`src/rtl/lynxTypes.sv`:
```
// -----------------------------------------------------------------------------
// lynxTypes
//   Shared shell types for the RDMA datapath. Holds the read/write command
//   descriptor carried on metaIntf links and the width constants that size it.
//
//   Contents:
//     LEN_BITS        width of a command length field (bytes)
//     VADDR_BITS      width of a virtual address
//     PMTU_BYTES_DEF  default path MTU used to chunk RDMA reads
//     req_t           command descriptor (vaddr, len, host, vfid and routing)
// -----------------------------------------------------------------------------
package lynxTypes;

   localparam int LEN_BITS       = 28;
   localparam int VADDR_BITS     = 48;
   localparam int PMTU_BYTES_DEF = 4096;

   localparam int OPCODE_BITS = 5;
   localparam int STRM_BITS   = 2;
   localparam int VFID_BITS   = 4;
   localparam int PID_BITS    = 6;
   localparam int DEST_BITS   = 4;

   typedef struct packed {
      logic [OPCODE_BITS-1:0] opcode;
      logic [STRM_BITS-1:0]   strm;
      logic                   mode;
      logic                   rdma;
      logic                   remote;
      logic [VFID_BITS-1:0]   vfid;
      logic [PID_BITS-1:0]    pid;
      logic [DEST_BITS-1:0]   dest;
      logic                   last;
      logic [VADDR_BITS-1:0]  vaddr;
      logic [LEN_BITS-1:0]    len;
      logic                   host;
   } req_t;

endpackage : lynxTypes

```
`src/rtl/metaIntf.sv`:
```
// -----------------------------------------------------------------------------
// metaIntf
//   Valid/ready link carrying one req_t descriptor per handshake. A transfer
//   happens on a rising clock edge where valid and ready are both 1.
//
//   Signals:
//     valid  source has a descriptor on data
//     ready  sink accepts the descriptor this cycle
//     data   req_t descriptor
//   Modports:
//     m  source side (drives valid/data)
//     s  sink side   (drives ready)
// -----------------------------------------------------------------------------
interface metaIntf;
   import lynxTypes::*;

   logic valid;
   logic ready;
   req_t data;

   modport m (output valid, output data, input ready);
   modport s (input valid, input data, output ready);

endinterface : metaIntf

```
`src/rtl/rdma_req_split.sv`:
```
// -----------------------------------------------------------------------------
// rdma_req_split
//   Splits an RDMA read command into PMTU-sized chunks. Chunk k carries
//   vaddr0 + k*PMTU_BYTES and min(remaining, PMTU_BYTES); all other fields are
//   copied unchanged. A zero-length command yields one zero-length chunk.
//   One command is held at a time; chunk 0 appears the cycle after the
//   command is accepted and further chunks follow one per cycle while m_req is
//   ready. A new command can load in the cycle the final chunk leaves, so
//   back-to-back commands run without a bubble.
//
//   Parameters:
//     PMTU_BYTES  chunk size in bytes (power of two, 64 .. 2^(LEN_BITS-1))
//     N_PEND      reserved; the block always holds a single command
//
//   Ports:
//     aclk            clock
//     aresetn         asynchronous active-low reset
//     s_req           incoming command (metaIntf sink)
//     m_req           chunked command  (metaIntf source)
//     stat_req_cnt    accepted s_req commands   (RDMA_SPLIT_STATS_EN only)
//     stat_chunk_cnt  m_req handshakes          (RDMA_SPLIT_STATS_EN only)
//
//   Build option:
//     RDMA_SPLIT_STATS_EN  adds the two free-running 32-bit statistic counters
// -----------------------------------------------------------------------------
module rdma_req_split
   import lynxTypes::*;
#(
   parameter int PMTU_BYTES = PMTU_BYTES_DEF,
   parameter int N_PEND     = 1
) (
   input  logic        aclk,
   input  logic        aresetn,
   metaIntf.s          s_req,
   metaIntf.m          m_req
`ifdef RDMA_SPLIT_STATS_EN
   ,
   output logic [31:0] stat_req_cnt,
   output logic [31:0] stat_chunk_cnt
`endif
);

   typedef enum logic [0:0] {
      ST_IDLE  = 1'b0,
      ST_SPLIT = 1'b1
   } state_t;

   localparam logic [LEN_BITS-1:0]   PMTU_LEN = LEN_BITS'(PMTU_BYTES);
   localparam logic [VADDR_BITS-1:0] PMTU_VA  = VADDR_BITS'(PMTU_BYTES);

   // N_PEND is kept for interface compatibility; the block holds a single
   // command for any value.
   generate
      if (N_PEND != 1) begin : g_n_pend_reserved
      end
   endgenerate

   state_t              state_reg;
   logic                m_valid_reg;
   logic                s_ready_en_reg;
   req_t                out_reg;
   logic [LEN_BITS-1:0] rem_reg;

   logic                final_chunk;
   logic                m_hs;
   logic                s_ready;
   logic                s_hs;
   logic [LEN_BITS-1:0] rem_next;

   function automatic logic [LEN_BITS-1:0] chunk_len(input logic [LEN_BITS-1:0] rem);
      return (rem < PMTU_LEN) ? rem : PMTU_LEN;
   endfunction

   // The exact-multiple case (rem == PMTU) must be final, otherwise a
   // zero-length trailing chunk would be produced.
   assign final_chunk = (rem_reg <= PMTU_LEN);
   assign m_hs        = m_valid_reg & m_req.ready;
   assign rem_next    = rem_reg - PMTU_LEN;

   // s_ready_en_reg keeps ready low during reset and until the first edge
   // after release. In ST_SPLIT the slot only frees when the final chunk
   // leaves this cycle, which is why ready follows m_req.ready here.
   always_comb begin
      s_ready = 1'b0;
      if (s_ready_en_reg) begin
         if (state_reg == ST_IDLE) begin
            s_ready = 1'b1;
         end else begin
            s_ready = m_hs & final_chunk;
         end
      end
   end

   assign s_hs = s_ready & s_req.valid;

   // Control FSM: state and registered valid.
   always_ff @(posedge aclk or negedge aresetn) begin
      if (!aresetn) begin
         state_reg      <= ST_IDLE;
         m_valid_reg    <= 1'b0;
         s_ready_en_reg <= 1'b0;
      end else begin
         s_ready_en_reg <= 1'b1;
         case (state_reg)
            ST_IDLE: begin
               if (s_hs) begin
                  state_reg   <= ST_SPLIT;
                  m_valid_reg <= 1'b1;
               end
            end
            ST_SPLIT: begin
               // A reload in the same cycle keeps the FSM in ST_SPLIT.
               if (m_hs && final_chunk && !s_hs) begin
                  state_reg   <= ST_IDLE;
                  m_valid_reg <= 1'b0;
               end
            end
            default: begin
               state_reg   <= ST_IDLE;
               m_valid_reg <= 1'b0;
            end
         endcase
      end
   end

   // Output register and remaining counter. Contents are don't-care while
   // m_req.valid is low, so they carry no reset.
   always_ff @(posedge aclk) begin
      if (s_hs) begin
         out_reg     <= s_req.data;
         out_reg.len <= chunk_len(s_req.data.len);
         rem_reg     <= s_req.data.len;
      end else if (m_hs && !final_chunk) begin
         out_reg.vaddr <= out_reg.vaddr + PMTU_VA;
         out_reg.len   <= chunk_len(rem_next);
         rem_reg       <= rem_next;
      end
   end

   assign m_req.valid = m_valid_reg;
   assign m_req.data  = out_reg;
   assign s_req.ready = s_ready;

`ifdef RDMA_SPLIT_STATS_EN
   logic [31:0] req_cnt_reg;
   logic [31:0] chunk_cnt_reg;

   always_ff @(posedge aclk or negedge aresetn) begin
      if (!aresetn) begin
         req_cnt_reg   <= '0;
         chunk_cnt_reg <= '0;
      end else begin
         if (s_hs) begin
            req_cnt_reg <= req_cnt_reg + 32'd1;
         end
         if (m_hs) begin
            chunk_cnt_reg <= chunk_cnt_reg + 32'd1;
         end
      end
   end

   assign stat_req_cnt   = req_cnt_reg;
   assign stat_chunk_cnt = chunk_cnt_reg;
`endif

endmodule : rdma_req_split

```
`src/flat_wrapper.sv`:
```
// flat-port wrapper written by rule: the top's interface ports become plain ports
module rdma_req_split_flat import lynxTypes::*;
#(
   parameter int PMTU_BYTES = PMTU_BYTES_DEF,
   parameter int N_PEND     = 1
)
  (aclk, aresetn, s_req_valid, s_req_data, s_req_ready, m_req_valid, m_req_data, m_req_ready);
  metaIntf s_req_i ();
  metaIntf m_req_i ();
  input  logic aclk;
  input  logic aresetn;
  input wire logic [$bits(s_req_i.valid)-1:0] s_req_valid;
  input wire logic [$bits(s_req_i.data)-1:0] s_req_data;
  output wire logic [$bits(s_req_i.ready)-1:0] s_req_ready;
  output wire logic [$bits(m_req_i.valid)-1:0] m_req_valid;
  output wire logic [$bits(m_req_i.data)-1:0] m_req_data;
  input wire logic [$bits(m_req_i.ready)-1:0] m_req_ready;
  assign s_req_i.valid = s_req_valid;
  assign s_req_i.data = s_req_data;
  assign s_req_ready = s_req_i.ready;
  assign m_req_valid = m_req_i.valid;
  assign m_req_data = m_req_i.data;
  assign m_req_i.ready = m_req_ready;
  rdma_req_split #(.PMTU_BYTES(PMTU_BYTES), .N_PEND(N_PEND)) u_core (.aclk(aclk), .aresetn(aresetn), .s_req(s_req_i), .m_req(m_req_i));
endmodule
```
`config.mk`:
```
export PLATFORM = sky130hd
export DESIGN_NAME = rdma_req_split_flat
export DESIGN_NICKNAME = d
export VERILOG_FILES = /design/src/rtl/lynxTypes.sv /design/src/rtl/metaIntf.sv /design/src/rtl/rdma_req_split.sv /design/src/flat_wrapper.sv
export SDC_FILE = /design/constraint.sdc
export NUM_CORES = 1
export LEC_CHECK = 0
export CORE_ASPECT_RATIO = 1.2
export CORE_MARGIN = 4
export CORE_UTILIZATION = 30
export CTS_CLUSTER_SIZE = 12
export DETAILED_ROUTE_END_ITERATION = 10
export HOLD_SLACK_MARGIN = 0.03
export SLEW_MARGIN = 25
export SYNTH_ARGS = -nofsm -noshare
export SYNTH_HDL_FRONTEND = slang
export SYNTH_SLANG_ARGS = --single-unit
export TNS_END_PERCENT = 5
```
`constraint.sdc`:
```
create_clock -name aclk -period 9.05 [get_ports aclk]
set_clock_uncertainty 0.2 [all_clocks]
set_input_delay 2.2625 -clock aclk [delete_from_list [all_inputs] [get_ports aclk]]
set_output_delay 2.2625 -clock aclk [all_outputs]
set_load 0.02 [all_outputs]
```
==> impl_metrics.csv, run 1 <==
group,metric,value,unit
hold_path,min_from,"u_core.m_req.valid$_DFFE_PN0P_",
synthesis,ys_seq_area_frac,0.616,
global_routing,grt_overflow_total,0,
sta,layout_setup_ws,2900,ps
route,drc_errors,0,
synthesis,ys_ff_latch,133,
finish,drive_above_1_share,0.101,
global_routing,grt_max_degree,71,
clock_network,clkTransAtPathRegs,60,ps
synthesis,synth_edf_count,130,
critical_path,cp.arrival,3690,ps
floorplan,boundaryPins,210,
route,avgRoutedWirePerCell,17.6,µm
clock_network,h-tree-depth,4,
sta,drv_slew,0,
placement,gp_congestion,0.833,
sta,tightest_slew,958,ps
synthesis,synth_cell_type_count,48,
synthesis,ys.flop_type,"edfxtp_1",
critical_path,cp-start-kind,"primary input",
clock_network,cts_max_path_buffers,2,
clock_network,cts_buffers,17,
placement,port_buffers,209,
clock_network,cts_resized,0,
global_routing,grt_usage,0.145,
clock_network,cts-root-buf,"clkbuf_16",
critical_path,crit_type,"in2out",
synthesis,async_flop_share,0.0226,
synthesis,syn_avg_cell_area,12.7,µm²
global_routing,grt_pass1_wl,27300,µm
critical_path,reg2regPathDepth,10,
power,p_per_area,152,mW/mm²
critical_path,rrSetupSlack,4710,ps
route,drt_first_pass_iters,4,
finish,largest_reg_flops,102,
floorplan,dieArea,0.0240,mm²
sta,layout_min_cycle_time,6150,ps
finish,n_antenna_cell,0,
clock_network,hold_buffers,0,
route,wl,17700,µm
critical_path,cp.required,6590,ps
hold_path,hold_path.class,"reg2reg",
clock_network,tritoncts,"yes",
power,power,1.44,mW
sta,finalSetupViolations,0,
sta,holdWs,375,ps
outcome,status,"complete, no violations",
finish,syn_to_final_growth,46.6,%
floorplan,dieHeight,169,µm
finish,layout.nets,832,
clock_network,clk_latency,420,ps
clock_network,post_cts_buffers,0,
global_routing,antenna_found_initial,0,
critical_path,crit_fanout,4,
sta,timing.setup.tns,0,ps
synthesis,ys_warn_count,0,
clock_network,clkSinkCount,133,
global_routing,grt_pass1_vias,5125,
placement,dp_hpwl,12400,µm
placement,dpl_worst_slack,2900,ps
route,vias_per_cell,4.96,
power,vdd_ir_drop_max,0.114,mV
synthesis,syn_area,0.00646,mm²
hold_path,hold_depth,1,
hold_path,hold-path-endpoint,"u_core.m_req.valid$_DFFE_PN0P_",
floorplan,rows,58,
critical_path,regToRegStartpoint,"u_core.rem_reg[12]$_DFFE_PP_",
sta,timing.fmax,163,MHz
critical_path,cp-end-kind,"primary output",
power,p_leak,2.94,nW
floorplan,core-area,0.0210,mm²
sta,hold_viol,0,
synthesis,netlist_instances,508,
sta,relSlewSlack,0.361,
sta,rsz0062_at_grt,"no",
critical_path,r2r-end,"u_core.m_req.data[36]$_DFFE_PP_",
route,drtIter0Drc,264,
route,num_vias,4987,
job,cap_violations,0,
route,antenna_left,0,
floorplan,die_x,142,µm
floorplan,initial_core_util,0.307,
sta,timing.final.crit_share,0.679,
-- cells in the mapped netlist, drive strengths merged, types with 6 or more instances --
master	n	share of area
nor2	12	0.0070
and2	25	0.024
nor3	8	0.0062
xnor2	41	0.056
o211ai	12	0.014
mux2	19	0.033
nand3	30	0.025
inv	8	0.0046
buf	9	0.0087
and4	6	0.0081
nand4	11	0.011
o21ai	69	0.053
nand2	18	0.010
clkbuf	24	0.014
o41ai	12	0.026
nor4	24	0.026
edfxtp	130	0.60
and3	9	0.0087
-- per-stage QoR --
stage	cell area, µm²	util	instances
6_report	9470	0.450	1005
2_1_floorplan	6510	-	521
4_1_cts	9470	0.450	1005
5_1_grt	9470	0.450	1005
3_3_place_gp	8860	0.421	973
3_5_place_dp	8860	0.421	973
-- worst max-delay path by stage --
stage,to,startpoint
CTS,s_req_ready,m_req_ready
global placement,s_req_ready,m_req_ready
global route,s_req_ready,m_req_ready
floorplan,u_core.m_req.data[10]$_DFFE_PP_,m_req_ready
detailed placement,s_req_ready,m_req_ready
finish,s_req_ready,m_req_ready
-- where the power goes --
group          switching, mW  total (mW)  internal [mW]
clock                  0.296       0.717          0.420
combinational         0.0105      0.0507         0.0402
sequential          0.000156       0.669          0.669
-- critical path, stage by stage --
cell and delay, ps:
clkdlybuf4s50_1 520, a31o_2 180, and2_1 130, clkdlybuf4s50_1 590
-- per-layer routing --
metal | track usage | vias up | wire (µm)
met4 | 0.0476 | 0 | 302
met3 | 0.0401 | 20 | 1190
met2 | 0.253 | 194 | 9030
met5 | 0 | - | 0
met1 | 0.171 | 2401 | 7150
li1 | - | 2372 | -
-- cells in the final DEF (no fill, tap or decap), types with 7 or more instances in the layout --
| cell | n |
|---|---|
| and2_1 | 25 |
| nor3_1 | 8 |
| nor4_1 | 23 |
| edfxtp_1 | 130 |
| inv_1 | 7 |
| and3_1 | 9 |
| clkdlybuf4s50_1 | 209 |
| o211ai_1 | 12 |
| conb_1 | 15 |
| nand3_1 | 29 |
| nand2_1 | 18 |
| nor2_1 | 11 |
| clkbuf_16 | 17 |
| xnor2_1 | 41 |
| o21ai_0 | 66 |
| nand4_1 | 11 |
| mux2_2 | 19 |
| o41ai_2 | 8 |
-- kinds of logic after synthesis --
kind of cell	Yosys count	share of synthesized area
AND/OR/NAND/NOR	161	0.147
flip-flops	133	0.616
adder cells (fa/ha/maj)	4	0.00775
multiplexers	19	0.0331
buffers and inverters	41	0.0273
other	2	0.00116
AO/OA/AOI/OAI	103	0.106
XOR/XNOR	45	0.0610
-- area by class of cell --
cell class / count / area (µm²)
Timing Repair Buffer: 215 / 2140
Multi-Input combinational cell: 347 / 2370
Inverter: 8 / 31.3
Sequential cell: 133 / 3980
Fill cell: 1932 / 11600
Tap cell: 270 / 338
Clock inverter: 15 / 184
Clock buffer: 17 / 425
No activity file was read; power rests on OpenSTA's default activity.
==> run 2: changes to the inputs <==
==> constraint.sdc (replaced) <==
create_clock -name aclk -period 5.8 [get_ports aclk]
set_clock_uncertainty 0.2 [all_clocks]
set_input_delay 1.45 -clock aclk [delete_from_list [all_inputs] [get_ports aclk]]
set_output_delay 1.45 -clock aclk [all_outputs]
set_load 0.02 [all_outputs]
==> run 2 against run 1 <==
  * Routed wire length grew 2.4%
  * Via count grew 1.3%
  * First-iteration DRC count shrank 3.4%
  * Count of clock-buffer cells in the layout is the same
  * Flip-flop and latch count is the same
  * Cell area grew 0.26%
  * Utilization grew 0.12 points
  * Total power grew 54%
  * Sequential share of layout area shrank 0.11 points
  * Register-to-register slack lost 2700 ps
  * Combinational power grew 56%
  * Critical endpoint unchanged
  * Highest routed layer unchanged
==> impl_metrics.csv, run 2 (synthesized netlist as in run 1, its figures left out) <==
group,metric,value,unit
outcome,status,"complete, no violations",
route,avgRoutedWirePerCell,17.9,µm
route,drt_first_pass_iters,5,
floorplan,core-area,0.0210,mm²
clock_network,hold_buffers,0,
power,power,2.22,mW
global_routing,gr-usage-met1,0.176,
finish,nFillCells,1924,
placement,port_buffers,209,
global_routing,met2_usage,0.264,
critical_path,crit_fanout,8,
global_routing,grt_max_degree,62,
clock_network,clkTransAtPathRegs,60,ps
floorplan,rows,58,
clock_network,cts-root-buf,"clkbuf_16",
global_routing,antenna_found_initial,1,
finish,syn_to_final_growth,47.0,%
power,p_leak,2.95,nW
clock_network,cts_buffers,17,
sta,timing.setup.tns,0,ps
route,drc_errors,0,
critical_path,reg2regPathDepth,8,
floorplan,boundaryPins,210,
critical_path,cp-end-kind,"primary output",
global_routing,grt_pass1_vias,5237,
power,switching_share,0.210,
floorplan,initial_core_util,0.307,
global_routing,grt_overflow_total,0,
hold_path,min_from,"u_core.m_req.valid$_DFFE_PN0P_",
critical_path,rrSetupSlack,2000,ps
finish,register_area,0.00398,mm²
finish,final_cell_mix,"209 x clkdlybuf4s50_1, 130 x edfxtp_1, 66 x o21ai_0, 41 x xnor2_1, 29 x nand3_1",
finish,multi_input_comb_area,0.00237,mm²
hold_path,hold_depth,1,
clock_network,tritoncts,"yes",
placement,dp_hpwl,13000,µm
sta,timing.fmax,211,MHz
clock_network,post_cts_buffers,0,
global_routing,met3_usage,0.0396,
route,antenna_left,0,
sta,relSlewSlack,0.506,
critical_path,cp.required,4150,ps
floorplan,dieArea,0.0240,mm²
power,p_int,1.75,mW
power,combPwrFrac,0.036,
placement,gp_congestion,0.846,
hold_path,hold-path-endpoint,"u_core.m_req.valid$_DFFE_PN0P_",
finish,largest_reg_flops,102,
power,power_switching,0.466,mW
critical_path,cp.arrival,3080,ps
finish,drive_above_1_share,0.103,
clock_network,h-tree-depth,4,
hold_path,hold_path.class,"reg2reg",
route,vias_per_cell,5.01,
power,vdd_ir_drop_max,0.180,mV
clock_network,cts_resized,0,
power,p_per_area,234,mW/mm²
sta,layout_min_cycle_time,4730,ps
global_routing,grt_usage,0.149,
power,clkPwrFrac,0.494,
sta,finalSetupViolations,0,
route,num_vias,5054,
sta,tightest_slew,740,ps
sta,rsz0062_at_grt,"no",
job,cap_violations,0,
route,drtIter0Drc,255,
finish,fin_util,0.451,
finish,layoutNonFillerInstCount,1009,
sta,timing.final.crit_share,0.816,
power,seq_power_share,0.471,
critical_path,r2r-end,"u_core.m_req.data[30]$_DFFE_PP_",
placement,placed_cells,976,
finish,mostFrequentLayoutCell,"clkdlybuf4s50_1",
placement,dpl_worst_slack,1200,ps
sta,layout_setup_ws,1070,ps
global_routing,grt_pass1_wl,28100,µm
critical_path,crit_type,"reg2out",
route,wl,18100,µm
critical_path,cp-start-kind,"flop",
critical_path,regToRegStartpoint,"u_core.rem_reg[12]$_DFFE_PP_",
sta,hold_viol,0,
floorplan,dieHeight,169,µm
clock_network,cts_max_path_buffers,2,
global_routing,busiest_layer,"met2",
clock_network,clk_latency,420,ps
sta,drv_slew,0,
floorplan,die_x,142,µm
clock_network,clkSinkCount,133,
finish,layout.nets,835,
## run 2: changes by cell type in the layout (fill, tap and decap cells not counted)
| cell | before | now |
|---|---|---|
| clkinv_4 | 1 | 4 |
| inv_8 | 6 | 3 |
| buf_4 | 6 | 8 |
| buf_12 | 0 | 1 |
| clkinv_1 | 0 | 1 |
| diode_2 | 0 | 1 |
| inv_6 | 4 | 3 |
## run 2: layout make-up
class                   count  share of cell area
flip-flops and latches    133               0.419
multi-input cells         347               0.250
repair buffers            218               0.229
clock buffers              17              0.0448
well taps                 270              0.0356
clock inverters            15              0.0181
inverters                   8             0.00330
diodes                      1            0.000264
## run 2: through the flow
stage | hold slack (ps) | area [µm²]
2_1_floorplan | 360 | 6510
3_3_place_gp | 345 | 8890
3_5_place_dp | 361 | 8890
4_1_cts | 375 | 9490
5_1_grt | 414 | 9490
6_report | 375 | 9490
## run 2: metal layers
metal	routed length, µm	share of wire
met4	291	0.016
met1	7430	0.41
met2	9300	0.51
met3	1080	0.060
met5	0	0
## run 2: worst max path at each step
| stage | from | end | slack [ps] | cells past startpoint |
|---|---|---|---|---|
| after global placement | m_req_ready | u_core.m_req.data[39]$_DFFE_PP_ | 1260 | 8 |
| after floorplan | m_req_ready | u_core.m_req.data[10]$_DFFE_PP_ | 20 | 2 |
| after detailed placement | m_req_ready | u_core.rem_reg[1]$_DFFE_PP_ | 1200 | 8 |
| final | u_core.rem_reg[14]$_DFFE_PP_ | s_req_ready | 1070 | 7 |
| after CTS | u_core.rem_reg[14]$_DFFE_PP_ | s_req_ready | 1030 | 7 |
| after global routing | u_core.rem_reg[14]$_DFFE_PP_ | s_req_ready | 860 | 7 |
## run 2: power groups by stage
stage | Clock, mW | Sequential, mW | Combinational (mW)
finish | 1.09 | 1.04 | 0.0790
global route | 1.17 | 1.04 | 0.0832
CTS | 1.12 | 1.04 | 0.0794
detailed placement | 0 | 1.06 | 0.0786
global placement | 0 | 1.06 | 0.0781
floorplan | 0 | 1.06 | 0.00218
## run 2: critical path, cell delays in order (launching register included)
cell	delay, ps
edfxtp_1	520
nor4_4	600
nand3_4	230
nor4_1	230
buf_4	180
a31o_2	160
and2_1	120
clkdlybuf4s50_1	610
==> run 3: changes to the inputs <==
==> constraint.sdc (replaced) <==
create_clock -name aclk -period 4.45 [get_ports aclk]
set_clock_uncertainty 0.2 [all_clocks]
set_input_delay 1.1125 -clock aclk [delete_from_list [all_inputs] [get_ports aclk]]
set_output_delay 1.1125 -clock aclk [all_outputs]
set_load 0.02 [all_outputs]
==> run 3 against run 2 <==
  * Sequential share of layout area is 0.33 points lower
  * Largest cell class unchanged
  * Combinational power rose by 30%
  * Cell area grew 0.79%
  * Critical endpoint unchanged
  * Largest power group unchanged
==> impl_metrics.csv, run 3 (synthesized netlist as in run 1, its figures left out) <==
group,metric,value,unit
clock_network,h-tree-depth,4,
route,antenna_left,0,
clock_network,tritoncts,"yes",
critical_path,critPathLaunch,"u_core.rem_reg[12]$_DFFE_PP_",
floorplan,die_x,142,µm
clock_network,clkTransAtPathRegs,60,ps
sta,tightest_slew,732,ps
placement,port_buffers,209,
sta,timing.setup.tns,0,ps
global_routing,antenna_found_initial,0,
critical_path,r2r-end,"u_core.m_req.data[13]$_DFFE_PP_",
floorplan,dieHeight,169,µm
clock_network,clk_latency,420,ps
finish,drive_above_1_share,0.112,
global_routing,grt_max_degree,56,
power,power,2.92,mW
clock_network,cts_buffers,17,
placement,dpl_worst_slack,459,ps
hold_path,hold-path-endpoint,"u_core.m_req.valid$_DFFE_PN0P_",
sta,drv_slew,0,
placement,gp_congestion,0.808,
critical_path,reg2regPathDepth,5,
global_routing,grt_usage,0.147,
sta,relSlewSlack,0.511,
route,drt_first_pass_iters,4,
global_routing,grt_pass1_wl,27800,µm
power,vdd_ir_drop_max,0.241,mV
floorplan,boundaryPins,210,
power,p_leak,2.97,nW
global_routing,grt_pass1_vias,5219,
critical_path,cp.required,3140,ps
finish,layout.nets,838,
placement,placed_cells,979,
finish,nFillCells,1914,
critical_path,cp.arrival,2940,ps
critical_path,rrSetupSlack,1260,ps
critical_path,crit_type,"reg2out",
sta,finalSetupViolations,0,
floorplan,rows,58,
finish,n_antenna_cell,0,
sta,layout_setup_ws,201,ps
hold_path,hold_path.class,"reg2reg",
placement,dp_hpwl,12900,µm
sta,timing.fmax,235,MHz
clock_network,hold_buffers,0,
sta,layout_min_cycle_time,4250,ps
clock_network,cts_max_path_buffers,2,
outcome,status,"complete, no violations",
critical_path,cp-start-kind,"flop",
floorplan,initial_core_util,0.307,
finish,fin_util,0.455,
global_routing,met3_usage,0.0322,
route,drtIter0Drc,278,
route,vias_per_cell,4.95,
global_routing,gr-usage-met1,0.177,
finish,multi_input_comb_area,0.00239,mm²
route,wl,17700,µm
global_routing,busiest_layer,"met2",
finish,largest_reg_flops,102,
finish,syn_to_final_growth,48.1,%
hold_path,hold_depth,1,
clock_network,clkSinkCount,133,
job,cap_violations,0,
finish,layoutNonFillerInstCount,1011,
finish,register_area,0.00398,mm²
finish,mostFrequentLayoutCell,"clkdlybuf4s50_1",
sta,timing.final.crit_share,0.955,
critical_path,crit_fanout,11,
clock_network,post_cts_buffers,0,
power,p_per_area,306,mW/mm²
global_routing,grt_overflow_total,0,
route,drc_errors,0,
finish,final_cell_mix,"209 x clkdlybuf4s50_1, 130 x edfxtp_1, 66 x o21ai_0, 41 x xnor2_1, 29 x nand3_1",
critical_path,cp-end-kind,"primary output",
hold_path,min_from,"u_core.m_req.valid$_DFFE_PN0P_",
route,num_vias,5001,
clock_network,cts-root-buf,"clkbuf_16",
floorplan,dieArea,0.0240,mm²
global_routing,met2_usage,0.255,
route,avgRoutedWirePerCell,17.5,µm
floorplan,core-area,0.0210,mm²
critical_path,regToRegStartpoint,"u_core.rem_reg[14]$_DFFE_PP_",
sta,hold_viol,0,
sta,rsz0062_at_grt,"no",
-- run 3: cell types whose count changed in the layout (fill, tap and decap cells not counted), sizes merged --
cell / previous run / this run
buf: 9 / 12
clkinv: 7 / 2
clkinvlp: 1 / 2
diode: 1 / 0
inv: 13 / 17
-- run 3: power breakdown --
| group | internal, mW | total, mW | switching, mW |
|---|---|---|---|
| Sequential | 1.36 | 1.36 | 0.000268 |
| Combinational | 0.0816 | 0.103 | 0.0212 |
| Clock | 0.852 | 1.46 | 0.609 |
| Total | 2.29 | 2.92 | 0.630 |
-- run 3: worst max-delay path by stage --
| stage | endpoint | depth (start not counted) | slack [ps] |
|---|---|---|---|
| 6_report | s_req_ready | 8 | 200 |
| 5_1_grt | s_req_ready | 8 | 30 |
| 4_1_cts | s_req_ready | 9 | 40 |
| 3_5_place_dp | s_req_ready | 9 | 460 |
| 3_3_place_gp | s_req_ready | 8 | 500 |
| 2_1_floorplan | u_core.m_req.data[10]$_DFFE_PP_ | 2 | 540 |
-- run 3: stage by stage --
step	cell area [µm²]	hold slack [ps]
2_1_floorplan	6510	360
3_3_place_gp	8940	345
3_5_place_dp	8940	363
4_1_cts	9550	383
5_1_grt	9570	427
6_report	9570	375
-- run 3: layout make-up --
cell class                      instances  area share
Clock buffer                           17      0.0445
Clock inverter                         15      0.0190
Inverter                                8     0.00327
Multi-Input combinational cell        347       0.250
Sequential cell                       133       0.416
Tap cell                              270      0.0353
Timing Repair Buffer                  221       0.232
-- run 3: layer usage --
metal,vias to the layer above,share of wire
met3,25,0.064
li1,2390,-
met5,-,0
met1,2396,0.41
met4,0,0.021
met2,190,0.51
-- run 3: worst max-delay path, cell delays in order, from the launching register on --
cell             delay, ps
edfxtp_1               470
inv_1                   90
ha_1                   420
a41oi_2                120
nor4_2                 340
buf_4                  190
a31o_2                 160
and2_1                 120
clkdlybuf4s50_1        600
-- run 3: timing repair --
| item | 4_1_cts | 5_1_grt |
|---|---|---|
| cloned | 0 | 0 |
| endpoints found under the setup margin | 1 | 1 |
| gates resized for setup | 1 | 2 |
